**config.mk**
```make
export PLATFORM = sky130hd
export DESIGN_NAME = imm_decode_queue
export DESIGN_NICKNAME = d
export VERILOG_FILES = /design/src/rtl/imm_decode_queue.sv
export SDC_FILE = /design/constraint.sdc
export NUM_CORES = 1
export LEC_CHECK = 0
export BUFFER_PORTS_ARGS = -buffer_cell sky130_fd_sc_hd__buf_2
export CAP_MARGIN = 20
export CELL_PAD_IN_SITES_DETAIL_PLACEMENT = 1
export CELL_PAD_IN_SITES_GLOBAL_PLACEMENT = 2
export CORE_UTILIZATION = 34
export DETAILED_ROUTE_END_ITERATION = 7
export GPL_TIMING_DRIVEN = 0
export PLACE_DENSITY_LB_ADDON = 0.1
export SYNTH_ARGS = -nofsm -noshare
export SYNTH_HDL_FRONTEND = slang
export SYNTH_SLANG_ARGS = --single-unit
```
**constraint.sdc**
```tcl
create_clock -name clk -period 5.6 [get_ports clk]
set_input_delay 0.84 -clock clk [delete_from_list [all_inputs] [get_ports clk]]
set_output_delay 0.84 -clock clk [all_outputs]
set_load 0.005 [all_outputs]
```
**src/rtl/imm_decode_queue.sv**
```systemverilog
// imm_decode_queue: decode-stage FIFO that classifies immediate formats at enqueue and sequences HALT/flush.
// Ports: clk/rst (async active-high) | flush drops all buffered entries and returns to RUN
//   in_valid/in_ready/in_inst/in_pc: fetch side, opcode = in_inst[15:11]
//   out_valid/out_ready/out_inst/out_pc/out_ext_sel/out_imm: execute side, head of queue
//   halted: HALT has been handed downstream | issue_cnt: saturating pop count (IMM_DECODE_STATS_EN only)
module imm_decode_queue #(
  parameter int DEPTH = 2
) (
  input  logic        clk,
  input  logic        rst,
  input  logic        flush,
  input  logic        in_valid,
  output logic        in_ready,
  input  logic [15:0] in_inst,
  input  logic [15:0] in_pc,
  output logic        out_valid,
  input  logic        out_ready,
  output logic [15:0] out_inst,
  output logic [15:0] out_pc,
  output logic [2:0]  out_ext_sel,
  output logic [15:0] out_imm,
  output logic        halted
`ifdef IMM_DECODE_STATS_EN
  , output logic [15:0] issue_cnt
`endif
);
  localparam int AW = $clog2(DEPTH);
  localparam int CW = AW + 1;
  typedef enum logic [1:0] {RUN, HALT_PEND, HALTED} state_t;
  state_t state_q, state_d;
  logic [AW-1:0] wr_q, wr_d, rd_q, rd_d;
  logic [CW-1:0] cnt_q, cnt_d;
  logic [15:0] inst_m [DEPTH];
  logic [15:0] pc_m [DEPTH];
  logic [15:0] imm_m [DEPTH];
  logic [2:0] sel_m [DEPTH];
  logic [15:0] last_inst_q, last_pc_q, last_imm_q;
  logic [2:0] last_sel_q, in_sel;
  logic [15:0] in_imm;
  logic push, pop;

  function automatic logic [2:0] fmt(input logic [4:0] op);
    case (op) inside
      5'b10010: fmt = 3'b001;
      5'b0100?, 5'b1000?, 5'b10011: fmt = 3'b010;
      5'b011??, 5'b11000, 5'b00101, 5'b00111: fmt = 3'b100;
      5'b00100, 5'b00110: fmt = 3'b110;
      default: fmt = 3'b000;
    endcase
  endfunction

  assign in_sel = fmt(in_inst[15:11]);
  assign in_imm = in_sel == 3'b001 ? {8'b0, in_inst[7:0]} :
                  in_sel == 3'b010 ? {{11{in_inst[4]}}, in_inst[4:0]} :
                  in_sel == 3'b100 ? {{8{in_inst[7]}}, in_inst[7:0]} :
                  in_sel == 3'b110 ? {{5{in_inst[10]}}, in_inst[10:0]} :
                  {11'b0, in_inst[4:0]};
  assign in_ready = state_q == RUN && cnt_q < CW'(DEPTH) && !flush;
  assign out_valid = cnt_q != '0;
  assign halted = state_q == HALTED;
  assign push = in_valid & in_ready;
  assign pop = out_valid & out_ready & ~flush;
  // While empty the outputs show the most recently issued entry rather than stale storage.
  assign out_inst = out_valid ? inst_m[rd_q] : last_inst_q;
  assign out_pc = out_valid ? pc_m[rd_q] : last_pc_q;
  assign out_imm = out_valid ? imm_m[rd_q] : last_imm_q;
  assign out_ext_sel = out_valid ? sel_m[rd_q] : last_sel_q;

  // No pushes are accepted after HALT, so HALT is always the last entry: popping with one left drains it.
  always_comb begin
    wr_d = push ? wr_q + AW'(1) : wr_q;
    rd_d = pop ? rd_q + AW'(1) : rd_q;
    cnt_d = cnt_q + CW'(push) - CW'(pop);
    state_d = state_q == RUN && push && in_inst[15:11] == 5'b0 ? HALT_PEND :
              state_q == HALT_PEND && pop && cnt_q == CW'(1) ? HALTED : state_q;
    if (flush && state_q != HALTED) begin
      wr_d = '0;
      rd_d = '0;
      cnt_d = '0;
      state_d = RUN;
    end
  end

  always_ff @(posedge clk or posedge rst) begin
    if (rst) begin
      state_q <= RUN;
      wr_q <= '0;
      rd_q <= '0;
      cnt_q <= '0;
      last_inst_q <= '0;
      last_pc_q <= '0;
      last_imm_q <= '0;
      last_sel_q <= '0;
      for (int i = 0; i < DEPTH; i++) begin
        inst_m[i] <= '0;
        pc_m[i] <= '0;
        imm_m[i] <= '0;
        sel_m[i] <= '0;
      end
    end else begin
      state_q <= state_d;
      wr_q <= wr_d;
      rd_q <= rd_d;
      cnt_q <= cnt_d;
      if (push) begin
        inst_m[wr_q] <= in_inst;
        pc_m[wr_q] <= in_pc;
        imm_m[wr_q] <= in_imm;
        sel_m[wr_q] <= in_sel;
      end
      if (pop) begin
        last_inst_q <= inst_m[rd_q];
        last_pc_q <= pc_m[rd_q];
        last_imm_q <= imm_m[rd_q];
        last_sel_q <= sel_m[rd_q];
      end
    end
  end

`ifdef IMM_DECODE_STATS_EN
  logic [15:0] issue_q;
  assign issue_cnt = issue_q;
  always_ff @(posedge clk or posedge rst) begin
    if (rst) issue_q <= '0;
    else if (pop && issue_q != 16'hFFFF) issue_q <= issue_q + 16'd1;
  end
`endif
endmodule

```
Word level (Yosys, flattened, before mapping)
Cells that the tools add are included. W data, S select, Z words.

Flip-flop bits (word level): 159. Input bits: 37. Output and inout port bits: 54. Word-level logic and storage cells: 106.

Add/sub/neg operators: 4. Order comparisons: 4. Equality and inequality tests: 18. Mux-type cells: 40. Bitwise operators: 6. Reduce and logical (&&, ||, !) cells: 18.

Operator list (number): $mux W16 (17); $bwmux W32 (3); $mux W3 (9); $eq A5 B3 Y1 const B (4); $demux W16 S1 (1); $eq A5 B5 Y1 const B (3); $logic_and A1 B1 Y1 (8); $mux W2 (4); $bwmux W6 (1); $eq A3 B2 Y1 const B (2); $eq A3 B3 Y1 const B (2); $reduce_bool A2 Y1 (3); $logic_not A5 Y1 (1); $eq A2 B1 Y1 const B (2); $eq A4 B3 Y1 const B (1); $eq A4 B4 Y1 const B (1); $ge A2 B2 Y1 const B (2); $mux W1 (4); $not A1 Y2 (2); $reduce_or A4 Y1 (1); $and A1 B1 Y1 (3); $demux W3 S1 (1); $eq A3 B1 Y1 const B (1); $reduce_bool A3 Y1 (1); 12 further kinds (13).

Longest topological paths before layout
Depth after elaboration: 12. Depth in mapped cells: 11. Depth with buffers taken out: 9.

Worst setup path before layout
No wires, ideal clock.

Path type: reg-to-output. From: register cnt_q[1]. To: output port out_imm[11]. Arrival: 1.667 ns. Required time: 4.760 ns. Path slack: 3.093 ns. Stages on the path, launching flop included: 6. Buffers on the path: 3. Path through: dfrtp_1 > or2_2 > clkbuf_1 > clkbuf_1 > a21oi_1 > buf_4.

Longest elaborated chain between the ends: 2.

Ends and longest elaborated chain: start: declaration (line 32) `logic [CW-1:0] cnt_q, cnt_d;`; start signal: assignment (line 104) `cnt_q <= cnt_d;`; $reduce_bool A2 Y1 (line 59) `assign out_valid = cnt_q != '0;`; named net out_valid (line 16) `output logic out_valid,`; $mux W16 (line 66) `assign out_imm = out_valid ? imm_m[rd_q] : last_imm_q;`; end: declaration (line 21) `output logic [15:0] out_imm,`.

The timed path passes the listed nets, and every way through them passes these cells.

Final worst setup path
From: register cnt_q[1]. To: output port out_imm[14].

Longest elaborated chain between the ends: 2.

Ends and longest elaborated chain (line): $reduce_bool A2 Y1 (59); $mux W16 (66).

Every way passes these cells.

==> metrics.txt <==
Slew Limit Fails 0; Yosys reg bits around 130; ant diodes 0; dpl cells 1001; commonest non-fill, non-tap cells in the layout nand2_1 (205), dfrtp_1 (129), buf_2 (108); CP arrival 2.70 ns; later-pin clock latency in the skew report between 0.4 and 0.5 ns; placed instance area between 6000 and 7000 µm²; total power 4.02 mW; Tightest Pin Transition 0.936 ns; Wirelength per Cell 19.3 µm; worst-path fanout max 10; Clock Path Buffers 2; vias per cell 5.06; CTS Buf Count 17; Final min period 3.54 ns; Fmax about 280 MHz; final setup fails 0; Startpoint Class flop; clock root buffer clkbuf_16; Global Route Usage Sum around a quarter; largest area contributor in the synthesized netlist dfrtp_1; power per cell area 546 nW/µm²; Hold Violations, Final 0; Rel. slew slack 37.6%; leakage 3.55 nW; width of the die 135 µm; clk slew on worst S/H paths 0.06 ns; YS warnings 0; Setup Skew 0.00710 ns; Post-CTS Setup Inserts 0; Peak VDD IR 250 µV; layout cells sized above 1 19.5%; largest net degree at the start of global routing 99; vias in the first global route 5647; H-tree depth 4; CP Capture Type primary output; RSZ-0062 raised after global routing false; CTS tree yes; Placer Congestion 0.780; Synth cell types 41; fin area ~7400 µm²; Synth-to-Final Area Change 22.4%; drt pass-1 iters 4; Top Family by Delay on Critical Path buffers and inverters; IO Port Bufs between 80 and 90; HPWL after detailed placement 13700 µm; cell mode on critical path clkbuf_1; Synth Flop Type dfrtp_1; row count 48; asr flop ratio synth 100%; synthesized instance count approximately 700; grt ovf 0; Starting DRT DRC Count roughly 300; top-area cell type share of the netlist area 53.7%; Die Ht 135 µm; worst-path cell with the longest stage delay clkbuf_1; clock sinks 129; Total Wirelength 19900 µm; antenna-violating nets left 0; Seq/Total Area, Yosys between 50% and 60%; die area 18200 µm²; Area contributors post-synth dfrtp_1 (54%), nand2_1 (13%), a21oi_1 (7.2%), mux2i_1 (6.8%), nor2_1 (6.2%); Post-CTS Hold Buffers 0; mean area per synthesized cell 8.75 µm²; CP required 4.76 ns; Initial Util 34.8%; Post-synth EDFFs 0; Post-Layout Cell Count about 1000; # Max-Cap Violations 0; worst min-delay path class in -> async; critical path, cell by cell or2_2, clkbuf_1, clkbuf_1, nor2_1, a21oi_1, buf_4, buf_2; post-CTS resize count 0; Net Count, Synth around 730; status completed; Top Ports between 90 and 100; core area ~17000 µm²; Tcrit/Tclk final 63.2%; most common cell after layout, fill and taps aside nand2_1; vias after detailed routing 5227; critical path class reg -> out; Synth Cell Area 6010 µm²; nets@finish 834; crit path buf inv count 4; CP peak stage delay 0.48 ns; global-route wire length before repair 31800 µm; DRC Markers 0; initial antenna violation count 0
-- cell families after synthesis --
logic type / Yosys count / share of synthesized area [%]
buf+inv: 60 / 5.10
simple gates: 330 / 22.2
xor+xnor: 3 / 0.437
compound gates: 122 / 11.3
mux: 41 / 6.83
flops: 129 / 53.7
fa+ha+maj: 2 / 0.416
-- per-layer routing --
layer / vias up / part of all wire (%) / GRT usage (%) / wire length [µm]
li1: 2457 / - / - / -
met1: 2638 / 45 / 31.1 / 8990
met2: 106 / 49 / 39.3 / 9730
met3: 26 / 3.9 / 4.88 / 775
met4: 0 / 1.9 / 7.30 / 382
met5: - / 0 / 0 / 0
-- power by group --
group / internal, mW / total [mW] / switching (mW)
clock: 0.716 / 1.13 / 0.416
sequential: 1.29 / 1.50 / 0.201
combinational: 0.594 / 1.39 / 0.800
total: 2.60 / 4.02 / 1.42
-- final cells by class --
cell class / count / area (µm²)
sequential: 129 / 3230
clock inverter: 11 / 138
buffer: 55 / 288
tap: 225 / 282
multi-input combinational: 498 / 2480
clock buffer: 20 / 457
inverter: 5 / 23.8
fill: 2069 / 9940
timing repair buffer: 89 / 468
-- per-stage QoR --
stage	TNS, ns	hold slack, ns	util [%]	setup WS, ns
floorplan	0	0.445	-	1.32
global placement	-33.09	0.458	38.9	-0.271
detailed placement	0	0.465	39.1	2.34
CTS	0	0.396	42.5	2.02
global route	0	0.409	42.5	1.83
finish	0	0.397	42.5	2.06
-- synth_stat cells (4+ instances only) --
cell type  number
nand2_1       205
dfrtp_1       129
nor2_1        100
a21oi_1        87
mux2i_1        41
buf_2          20
clkbuf_1       19
buf_4          11
o21ai_0        10
a31oi_1         8
a211oi_1        5
inv_1           5
a21boi_0        4
-- worst register-to-register path: cells and delay by family, from the launching register on --
kind | cells | cell delay, ns
AO/OA/AOI/OAI | 1 | 0.06
XOR/XNOR | 2 | 0.34
adder cells (fa/ha/maj) | 2 | 0.49
buffers and inverters | 4 | 0.97
flip-flops | 1 | 0.44
AND/OR/NAND/NOR | 2 | 0.35
-- flip-flops by register name, indices dropped and copies added (netlist names), 2 cells and up --
name and count:
pc_m 32, imm_m 22, inst_m 22, last_inst_q 16, last_pc_q 16, last_imm_q 6, sel_m 6, last_sel_q 3
cnt_q 2, state_q 2
-- final timing paths --
kind | endpoint | cells past startpoint | slack [ns] | startpoint
hold reg to reg | imm_m[18] | 2 | 0.48 | imm_m[18]
min in group clk | imm_m[18] | 2 | 0.48 | imm_m[18]
max in group asynchronous | pc_m[23] | 3 | 4.42 | rst
setup / recovery | out_imm[14] | 7 | 2.06 | cnt_q[1]
setup reg to reg | cnt_q[1] | 11 | 2.83 | cnt_q[1]
hold / removal | last_imm_q[6] | 2 | 0.40 | rst
Note: power is estimated with default switching activity, not from simulation.
